**src/rtl/scan_pkg.sv**
```systemverilog
// Shared types and constants for the multi-channel sonar scan controller.
package scan_pkg;

    typedef enum logic [3:0] {
        ST_IDLE,
        ST_FETCH_CMD,
        ST_WAIT_ARG,
        ST_FETCH_ARG,
        ST_WAIT_SERVO,
        ST_START_MEAS,
        ST_MEASURE,
        ST_NEXT_CH,
        ST_WAIT_TX,
        ST_SEND
    } state_t;

    // High nibble of zero selects a control opcode; anything else is a range command.
    localparam logic [3:0] MANUAL    = 4'h0;
    localparam logic [1:0] SET_ANGLE = 2'b00;
    localparam logic [1:0] SET_MODE  = 2'b01;
    localparam logic [1:0] MEASURE   = 2'b10;
    localparam logic [1:0] SET_MASK  = 2'b11;

    localparam logic [7:0] RST_START_ANGLE = 8'h00;
    localparam logic [7:0] RST_END_ANGLE   = 8'hFE;

    localparam logic MODE_AUTO   = 1'b0;
    localparam logic MODE_MANUAL = 1'b1;

endpackage

```
**src/rtl/sonar_timeout_ctr.sv**
```systemverilog
// Per-measurement watchdog: expired is high on the TIMEOUT_CYC-th enabled cycle after clear.
module sonar_timeout_ctr #(
    parameter int unsigned TIMEOUT_CYC = 1200000
) (
    input  logic clk,
    input  logic rst_n,
    input  logic clear,
    input  logic enable,
    output logic expired
);

    localparam int unsigned CW = (TIMEOUT_CYC > 1) ? $clog2(TIMEOUT_CYC) : 1;

    logic [CW-1:0] cnt_q, cnt_d;
    logic          expired_q, expired_d;

    always_comb begin
        cnt_d = cnt_q;
        if (clear) begin
            cnt_d = '0;
        end else if (enable && !expired_q) begin
            cnt_d = cnt_q + CW'(1);
        end
        expired_d = (cnt_d == CW'(TIMEOUT_CYC - 1));
    end

    always_ff @(posedge clk) begin
        if (!rst_n) begin
            cnt_q     <= '0;
            expired_q <= 1'b0;
        end else begin
            cnt_q     <= cnt_d;
            expired_q <= expired_d;
        end
    end

    assign expired = expired_q;

endmodule

```
**src/rtl/scan_control_unit.sv**
```systemverilog
// Host command decoder, round-robin sonar sequencer and packet framer for N_CH sonars.
module scan_control_unit
    import scan_pkg::*;
#(
    parameter int unsigned N_CH        = 2,
    parameter int unsigned TIMEOUT_CYC = 1200000,
    parameter logic [7:0]  TO_DIST     = 8'hFF
) (
    input  logic              clk,
    input  logic              rst_n,
    input  logic [7:0]        cmd,
    input  logic              rx_rdy,
    output logic              cmd_oen,
    input  logic              tx_rdy,
    output logic              data_wen,
    output logic [7:0]        data,
    input  logic [7:0]        servo_angle,
    input  logic              servo_cycle_done,
    output logic [7:0]        start_angle,
    output logic [7:0]        end_angle,
    output logic [N_CH-1:0]   sonar_measure,
    input  logic [N_CH-1:0]   sonar_ready,
    input  logic [8*N_CH-1:0] sonar_distance,
    output logic [7:0]        err_cnt
);

    localparam int unsigned CHW = (N_CH > 1) ? $clog2(N_CH) : 1;

    state_t            state_q, state_d;
    logic              mode_q, mode_d;
    logic              arg_mask_q, arg_mask_d;
    logic              tx_hdr_q, tx_hdr_d;
    logic [N_CH-1:0]   mask_q, mask_d;
    logic [N_CH-1:0]   pkt_mask_q, pkt_mask_d;
    logic [CHW-1:0]    ch_q, ch_d;
    logic [7:0]        angle_q, angle_d;
    logic [7:0]        start_q, start_d;
    logic [7:0]        end_q, end_d;
    logic [7:0]        err_q, err_d;
    logic [7:0]        dist_q [N_CH];
    logic [7:0]        dist_d [N_CH];
    logic              cmd_oen_q, cmd_oen_d;
    logic              data_wen_q, data_wen_d;
    logic [7:0]        data_q, data_d;
    logic [N_CH-1:0]   meas_q, meas_d;
    logic [7:0]        dist_in [N_CH];
    logic              tmr_clear_c;
    logic              tmr_expired;

    for (genvar g = 0; g < N_CH; g++) begin : g_dist
        assign dist_in[g] = sonar_distance[8*g +: 8];
    end

    // Lowest enabled channel at or above lo; MSB flags that one was found.
    function automatic logic [CHW:0] pick_ch(input logic [N_CH-1:0] mask, input int lo);
        logic [CHW:0] r;
        r = '0;
        for (int i = N_CH - 1; i >= 0; i--) begin
            if (mask[i] && (i >= lo)) r = {1'b1, CHW'(i)};
        end
        return r;
    endfunction

    sonar_timeout_ctr #(.TIMEOUT_CYC(TIMEOUT_CYC)) u_tmr (
        .clk     (clk),
        .rst_n   (rst_n),
        .clear   (tmr_clear_c),
        .enable  (state_q == ST_MEASURE),
        .expired (tmr_expired)
    );

    always_comb begin
        logic [CHW:0] pick;
        pick       = '0;
        state_d    = state_q;
        mode_d     = mode_q;
        arg_mask_d = arg_mask_q;
        tx_hdr_d   = tx_hdr_q;
        mask_d     = mask_q;
        pkt_mask_d = pkt_mask_q;
        ch_d       = ch_q;
        angle_d    = angle_q;
        start_d    = start_q;
        end_d      = end_q;
        err_d      = err_q;
        dist_d     = dist_q;
        data_d     = data_q;

        case (state_q)
            ST_IDLE: begin
                if (rx_rdy)                  state_d = ST_FETCH_CMD;
                else if (mode_q == MODE_AUTO) state_d = ST_WAIT_SERVO;
            end
            ST_FETCH_CMD: begin
                state_d = ST_IDLE;
                if (cmd[7:4] != MANUAL) begin
                    if (cmd[7:4] < cmd[3:0]) begin
                        start_d = {cmd[7:4], 4'h0};
                        end_d   = {cmd[3:0], 4'h0};
                    end else begin
                        start_d = {cmd[3:0], 4'h0};
                        end_d   = {cmd[7:4], 4'h0};
                    end
                end else begin
                    case (cmd[3:2])
                        SET_ANGLE: begin
                            arg_mask_d = 1'b0;
                            state_d    = ST_WAIT_ARG;
                        end
                        SET_MODE: mode_d  = cmd[0] ? MODE_MANUAL : MODE_AUTO;
                        MEASURE:  state_d = ST_START_MEAS;
                        default: begin
                            arg_mask_d = 1'b1;
                            state_d    = ST_WAIT_ARG;
                        end
                    endcase
                end
            end
            ST_WAIT_ARG: begin
                if (rx_rdy) state_d = ST_FETCH_ARG;
            end
            ST_FETCH_ARG: begin
                if (arg_mask_q) begin
                    mask_d = cmd[N_CH-1:0];
                end else begin
                    start_d = cmd;
                    end_d   = cmd;
                end
                state_d = ST_IDLE;
            end
            ST_WAIT_SERVO: begin
                if (servo_cycle_done) state_d = ST_START_MEAS;
                else if (rx_rdy)      state_d = ST_IDLE;
            end
            ST_START_MEAS: begin
                angle_d    = servo_angle;
                pkt_mask_d = mask_q;
                tx_hdr_d   = 1'b1;
                pick       = pick_ch(mask_q, 0);
                if (pick[CHW]) begin
                    ch_d    = pick[CHW-1:0];
                    state_d = ST_MEASURE;
                end else begin
                    state_d = ST_WAIT_TX;
                end
            end
            ST_MEASURE: begin
                // A result arriving on the timeout cycle still counts as a real measurement.
                if (sonar_ready[ch_q]) begin
                    dist_d[ch_q] = dist_in[ch_q];
                    state_d      = ST_NEXT_CH;
                end else if (tmr_expired) begin
                    dist_d[ch_q] = TO_DIST;
                    if (err_q != 8'hFF) err_d = err_q + 8'd1;
                    state_d      = ST_NEXT_CH;
                end
            end
            ST_NEXT_CH: begin
                pick = pick_ch(pkt_mask_q, int'(ch_q) + 1);
                if (pick[CHW]) begin
                    ch_d    = pick[CHW-1:0];
                    state_d = ST_MEASURE;
                end else begin
                    tx_hdr_d = 1'b1;
                    state_d  = ST_WAIT_TX;
                end
            end
            ST_WAIT_TX: begin
                if (tx_rdy) begin
                    data_d  = tx_hdr_q ? angle_q : dist_q[ch_q];
                    state_d = ST_SEND;
                end
            end
            ST_SEND: begin
                pick     = tx_hdr_q ? pick_ch(pkt_mask_q, 0) : pick_ch(pkt_mask_q, int'(ch_q) + 1);
                tx_hdr_d = 1'b0;
                if (pick[CHW]) begin
                    ch_d    = pick[CHW-1:0];
                    state_d = ST_WAIT_TX;
                end else begin
                    state_d = ST_IDLE;
                end
            end
            default: state_d = ST_IDLE;
        endcase

        tmr_clear_c = (state_d == ST_MEASURE) && (state_q != ST_MEASURE);
        meas_d      = '0;
        if (tmr_clear_c) meas_d[ch_d] = 1'b1;
        cmd_oen_d  = !((state_d == ST_FETCH_CMD) || (state_d == ST_FETCH_ARG));
        data_wen_d = (state_d != ST_SEND);
    end

    always_ff @(posedge clk) begin
        if (!rst_n) begin
            state_q    <= ST_IDLE;
            mode_q     <= MODE_AUTO;
            arg_mask_q <= 1'b0;
            tx_hdr_q   <= 1'b0;
            mask_q     <= '1;
            pkt_mask_q <= '1;
            ch_q       <= '0;
            angle_q    <= '0;
            start_q    <= RST_START_ANGLE;
            end_q      <= RST_END_ANGLE;
            err_q      <= '0;
            dist_q     <= '{default: '0};
            cmd_oen_q  <= 1'b1;
            data_wen_q <= 1'b1;
            data_q     <= '0;
            meas_q     <= '0;
        end else begin
            state_q    <= state_d;
            mode_q     <= mode_d;
            arg_mask_q <= arg_mask_d;
            tx_hdr_q   <= tx_hdr_d;
            mask_q     <= mask_d;
            pkt_mask_q <= pkt_mask_d;
            ch_q       <= ch_d;
            angle_q    <= angle_d;
            start_q    <= start_d;
            end_q      <= end_d;
            err_q      <= err_d;
            dist_q     <= dist_d;
            cmd_oen_q  <= cmd_oen_d;
            data_wen_q <= data_wen_d;
            data_q     <= data_d;
            meas_q     <= meas_d;
        end
    end

    assign cmd_oen       = cmd_oen_q;
    assign data_wen      = data_wen_q;
    assign data          = data_q;
    assign start_angle   = start_q;
    assign end_angle     = end_q;
    assign sonar_measure = meas_q;
    assign err_cnt       = err_q;

endmodule
```
**config.mk**
```make
export PLATFORM = sky130hd
export DESIGN_NAME = scan_control_unit
export DESIGN_NICKNAME = d
export VERILOG_FILES = /design/src/rtl/scan_pkg.sv /design/src/rtl/sonar_timeout_ctr.sv /design/src/rtl/scan_control_unit.sv
export SDC_FILE = /design/constraint.sdc
export NUM_CORES = 1
export LEC_CHECK = 0
export BUFFER_PORTS_ARGS = -buffer_cell sky130_fd_sc_hd__buf_2
export CORE_UTILIZATION = 46
export CTS_BUF_LIST = sky130_fd_sc_hd__clkbuf_16
export DETAILED_ROUTE_END_ITERATION = 6
export PLACE_DENSITY = 0.71
export SETUP_SLACK_MARGIN = 0.3
export SLEW_MARGIN = 20
export SYNTH_ARGS = -nofsm -noshare
export SYNTH_HDL_FRONTEND = slang
export SYNTH_SLANG_ARGS = --single-unit
```
**constraint.sdc**
```tcl
create_clock -name clk -period 2 [get_ports clk]
set_clock_uncertainty 0.2 [all_clocks]
set_input_delay 0.2 -clock clk [delete_from_list [all_inputs] [get_ports clk]]
set_output_delay 0.2 -clock clk [all_outputs]
set_load 0.01 [all_outputs]
```
==> impl_metrics.py <==
metrics = {
    "clock_tree": {
        "clk_pin_slew_ns": 0.07,
        "h-tree-depth": 3,
        "clk-insertion-delay-late_ns": 0.34,
        "cts_buffer_depth": 2,
        "cts_tree": "built",
        "cts_sinks": 93,
        "cts_root_buf": "clkbuf_16",
        "numCtsBuffers": 9,
    },
    "yosys": {
        "synthFlopType": "dfxtp_1",
        "synth.area.top_cells": "dfxtp_1 40%, nand2_1 5.5%, nor2_1 4.9%",
        "synth_common_cells": "93 x dfxtp_1, 68 x nand2_1, 60 x nor2_1, 36 x a21oi_1, 30 x o21ai_0",
        "synth_cell_type_count": 60,
        "synth_fp_nets": 609,
        "synth_top_area_share_pct": 40.22,
        "async_flop_share_pct": 0,
        "synth.largest_area_cell": "dfxtp_1",
        "ys_seq_area_share_pct": 40.22,
        "synth_seq_cells": 93,
        "synthesis.area_sq_mm": 0.004629,
        "syn_avg_cell_area_sq_um": 8.267,
        "yosysWarnings": 0,
        "synth-edff-count": 0,
        "synth.most_common_cell": "dfxtp_1",
        "syn_inst": 560,
    },
    "sta": {
        "finalHoldViolCount": 0,
        "final-setup-viol-count": 1,
        "rsz0062_at_grt": "yes",
        "period_needed_ns": 2.145,
        "slew_violations": 0,
        "fin_tns_setup_ns": -0.1455,
        "relSlewSlack_pct": 65.50,
        "tightest_slew_ns": 0.5164,
        "worst_slack_ns": -0.1455,
        "period_share_pct": 107.3,
        "whs_ns": 0.02134,
        "fmax_mhz": 466.1,
    },
    "cells_and_area": {
        "nets": 775,
        "layout.cells.non_filler": 863,
        "fin_util_pct": 74.48,
        "n_antenna_cell": 0,
        "area_growth_pct": 57.24,
        "drive_above_1_share_pct": 43.56,
    },
    "route": {
        "wl_um": 15370,
        "viasPerCell": 5.593,
        "drtIter0Drc": 423,
        "drt_pre_antenna_iters": 4,
        "antenna_left": 0,
        "drc": 0,
        "vias": 4827,
        "avgRoutedWirePerCell_um": 17.81,
    },
    "critical_path": {
        "r2r_start": "u_tmr.cnt_q[5]",
        "end_kind": "flop",
        "cp_slowest_stage_delay_ns": 0.42,
        "rr_endpoint": "u_tmr.expired",
        "worst_ep_required_time_ns": 2.05,
        "crit_cells": 6,
        "critPathSlowestCell": "o41ai_1",
        "timing.setup.critical_path_class": "flop to flop",
        "crit_buf_inv": 1,
        "cp-start-kind": "flop",
        "worstPathArrival_ns": 2.20,
        "cp_top_family": "compound AO/OA/AOI/OAI gates",
        "worstPathCellList": "nand4_4, buf_4, o41ai_1, a41o_1, nand4b_1, nor4_2",
        "ff2ff_setup_slack_ns": -0.15,
        "cp_max_fo": 4,
        "rr_worst_depth": 6,
    },
    "global_routing": {
        "met3_usage_pct": 4.788,
        "grtUsageMet2_pct": 39.96,
        "gr-usage-all-layers_pct": 24.15,
        "grt_pass1_wl_um": 19760,
        "grt_max_degree": 42,
        "overflow": 0,
        "grt_busiest_layer": "met2",
        "grt_pass1_vias": 4203,
        "antenna_found_initial": 0,
        "grtUsageMet1_pct": 31.45,
    },
    "job": {
        "cap_violations": 0,
    },
    "placed_design": {
        "place_congestion": 0.8293,
        "port_buffers": 74,
        "dpl.hpwl_um": 7968,
        "dp_cells": 781,
    },
    "pwr": {
        "pwr-share-clk_pct": 38.3,
        "p_sw_uw": 1155,
        "internal-power_uw": 3210,
        "pwr-share-seq_pct": 44.1,
        "powerDensity_mw_per_mm2": 599.6,
        "pwr-share-comb_pct": 17.6,
        "p_leak_uw": 0.002994,
        "switching_share_pct": 26.45,
        "max-vdd-ir-drop_v": 0.0004187,
    },
    "die": {
        "fp-row-count": 36,
        "pin_count": 75,
        "die_h_um": 102.3,
        "die_w_um": 102.3,
        "core_sq_mm": 0.009774,
        "initial_core_util_pct": 47.36,
        "die-area_sq_mm": 0.01047,
    },
    "hold_path": {
        "hold_path_class": "input port to flop",
        "hold_path_depth": 3,
        "worstHoldEndpoint": "start_angle[6]",
        "hold_start": "cmd[2]",
    },
    "outcome": {
        "status": "complete, but fails checks",
        "violations": "setup timing",
    },
}
[tightest hold or removal path, delay by kind of cell]
| family | cells | cell delay (ns) |
|---|---|---|
| compound gates | 2 | 0.19 |
| buf+inv | 1 | 0.14 |
[how the worst max path moves through the flow]
| stage | from | end | slack [ns] |
|---|---|---|---|
| 2_1_floorplan | state_q[0] | u_tmr.expired | 0.06 |
| 3_3_place_gp | cmd[4] | cmd_oen | -0.05 |
| 3_5_place_dp | cmd[4] | cmd_oen | -0.08 |
| 4_1_cts | state_q[0] | u_tmr.expired | 0.02 |
| 5_1_grt | u_tmr.cnt_q[5] | u_tmr.expired | -0.21 |
| 6_report | u_tmr.cnt_q[5] | u_tmr.expired | -0.15 |
[area by class of cell]
cell class,count,area (sq um)
clock buffers,9,225.2
clock inverters,6,57.56
fillers,637,2495
inverters,20,81.33
multi-input cells,415,3362
flip-flops and latches,93,1901
well taps,133,166.4
repair buffers,187,1486
[kinds of logic after synthesis]
group | Yosys count | synth area share (%)
AND/OR/NAND/NOR | 242 | 27.30
AO/OA/AOI/OAI | 120 | 16.92
flip-flops | 93 | 40.22
buffers and inverters | 53 | 4.595
XOR/XNOR | 30 | 5.676
multiplexers | 12 | 2.595
adder cells (fa/ha/maj) | 10 | 2.703
[metrics by stage]
| step | worst slack, ns | power [uW] | cell area, sq um |
|---|---|---|---|
| 2_1_floorplan | 0.05691 | 2230 | 4768 |
| 3_3_place_gp | -0.05355 | 2388 | 5493 |
| 3_5_place_dp | -0.08414 | 2401 | 5493 |
| 4_1_cts | 0.02008 | 4133 | 6355 |
| 5_1_grt | -0.2113 | 4511 | 7279 |
| 6_report | -0.1455 | 4365 | 7279 |
[cells in the final DEF, fill, tap and decap left out, types with 12 or more instances in the layout]
cell type / netlist / routed
nand3_1: 21 / 15
o21ai_0: 30 / 19
a21oi_1: 36 / 19
nor2_1: 60 / 48
and2_1: 17 / 15
dfxtp_1: 93 / 78
xnor2_1: 17 / 12
buf_2: 5 / 74
inv_1: 20 / 20
nand2_1: 68 / 54
dlygate4sd3_1: 0 / 21
a21oi_2: 0 / 17
nor2b_1: 19 / 14
xor2_1: 13 / 13
buf_6: 0 / 30
buf_4: 2 / 53
[per-layer routing]
metal,part of all wire [%],up-vias,routed length (um)
met3,5.6,53,862
met4,3.7,0,567
li1,-,2279,-
met5,0,-,0
met2,50,196,7646
met1,41,2299,6290
[flip-flops by register name, summed over array words and instances, names as in the netlist, 4 cells and up]
| name | flops |
|---|---|
| u_tmr.cnt_q | 21 |
| dist_q | 16 |
| angle_q | 8 |
| data | 8 |
| err_cnt | 8 |
| start_angle | 8 |
| end_angle | 7 |
| state_q | 4 |
[timing repair]
action | CTS | global route
gates cloned | 2 | 3
endpoints found under the setup margin | 77 | 86
hold endpoints to repair | 23 | 0
resized for setup | 66 | 155
hold buffers | 21 | 0
buffers inserted | 16 | 25
pin swaps | 17 | 57
[power groups by stage]
stage	sequential [uW]	combinational (uW)	clock (uW)
after CTS	1920	532	1680
after detailed placement	1970	432	0
after global placement	1970	421	0
after global routing	1930	813	1770
final	1930	768	1670
after floorplan	1980	255	0
(Power assumes the default switching activity.)
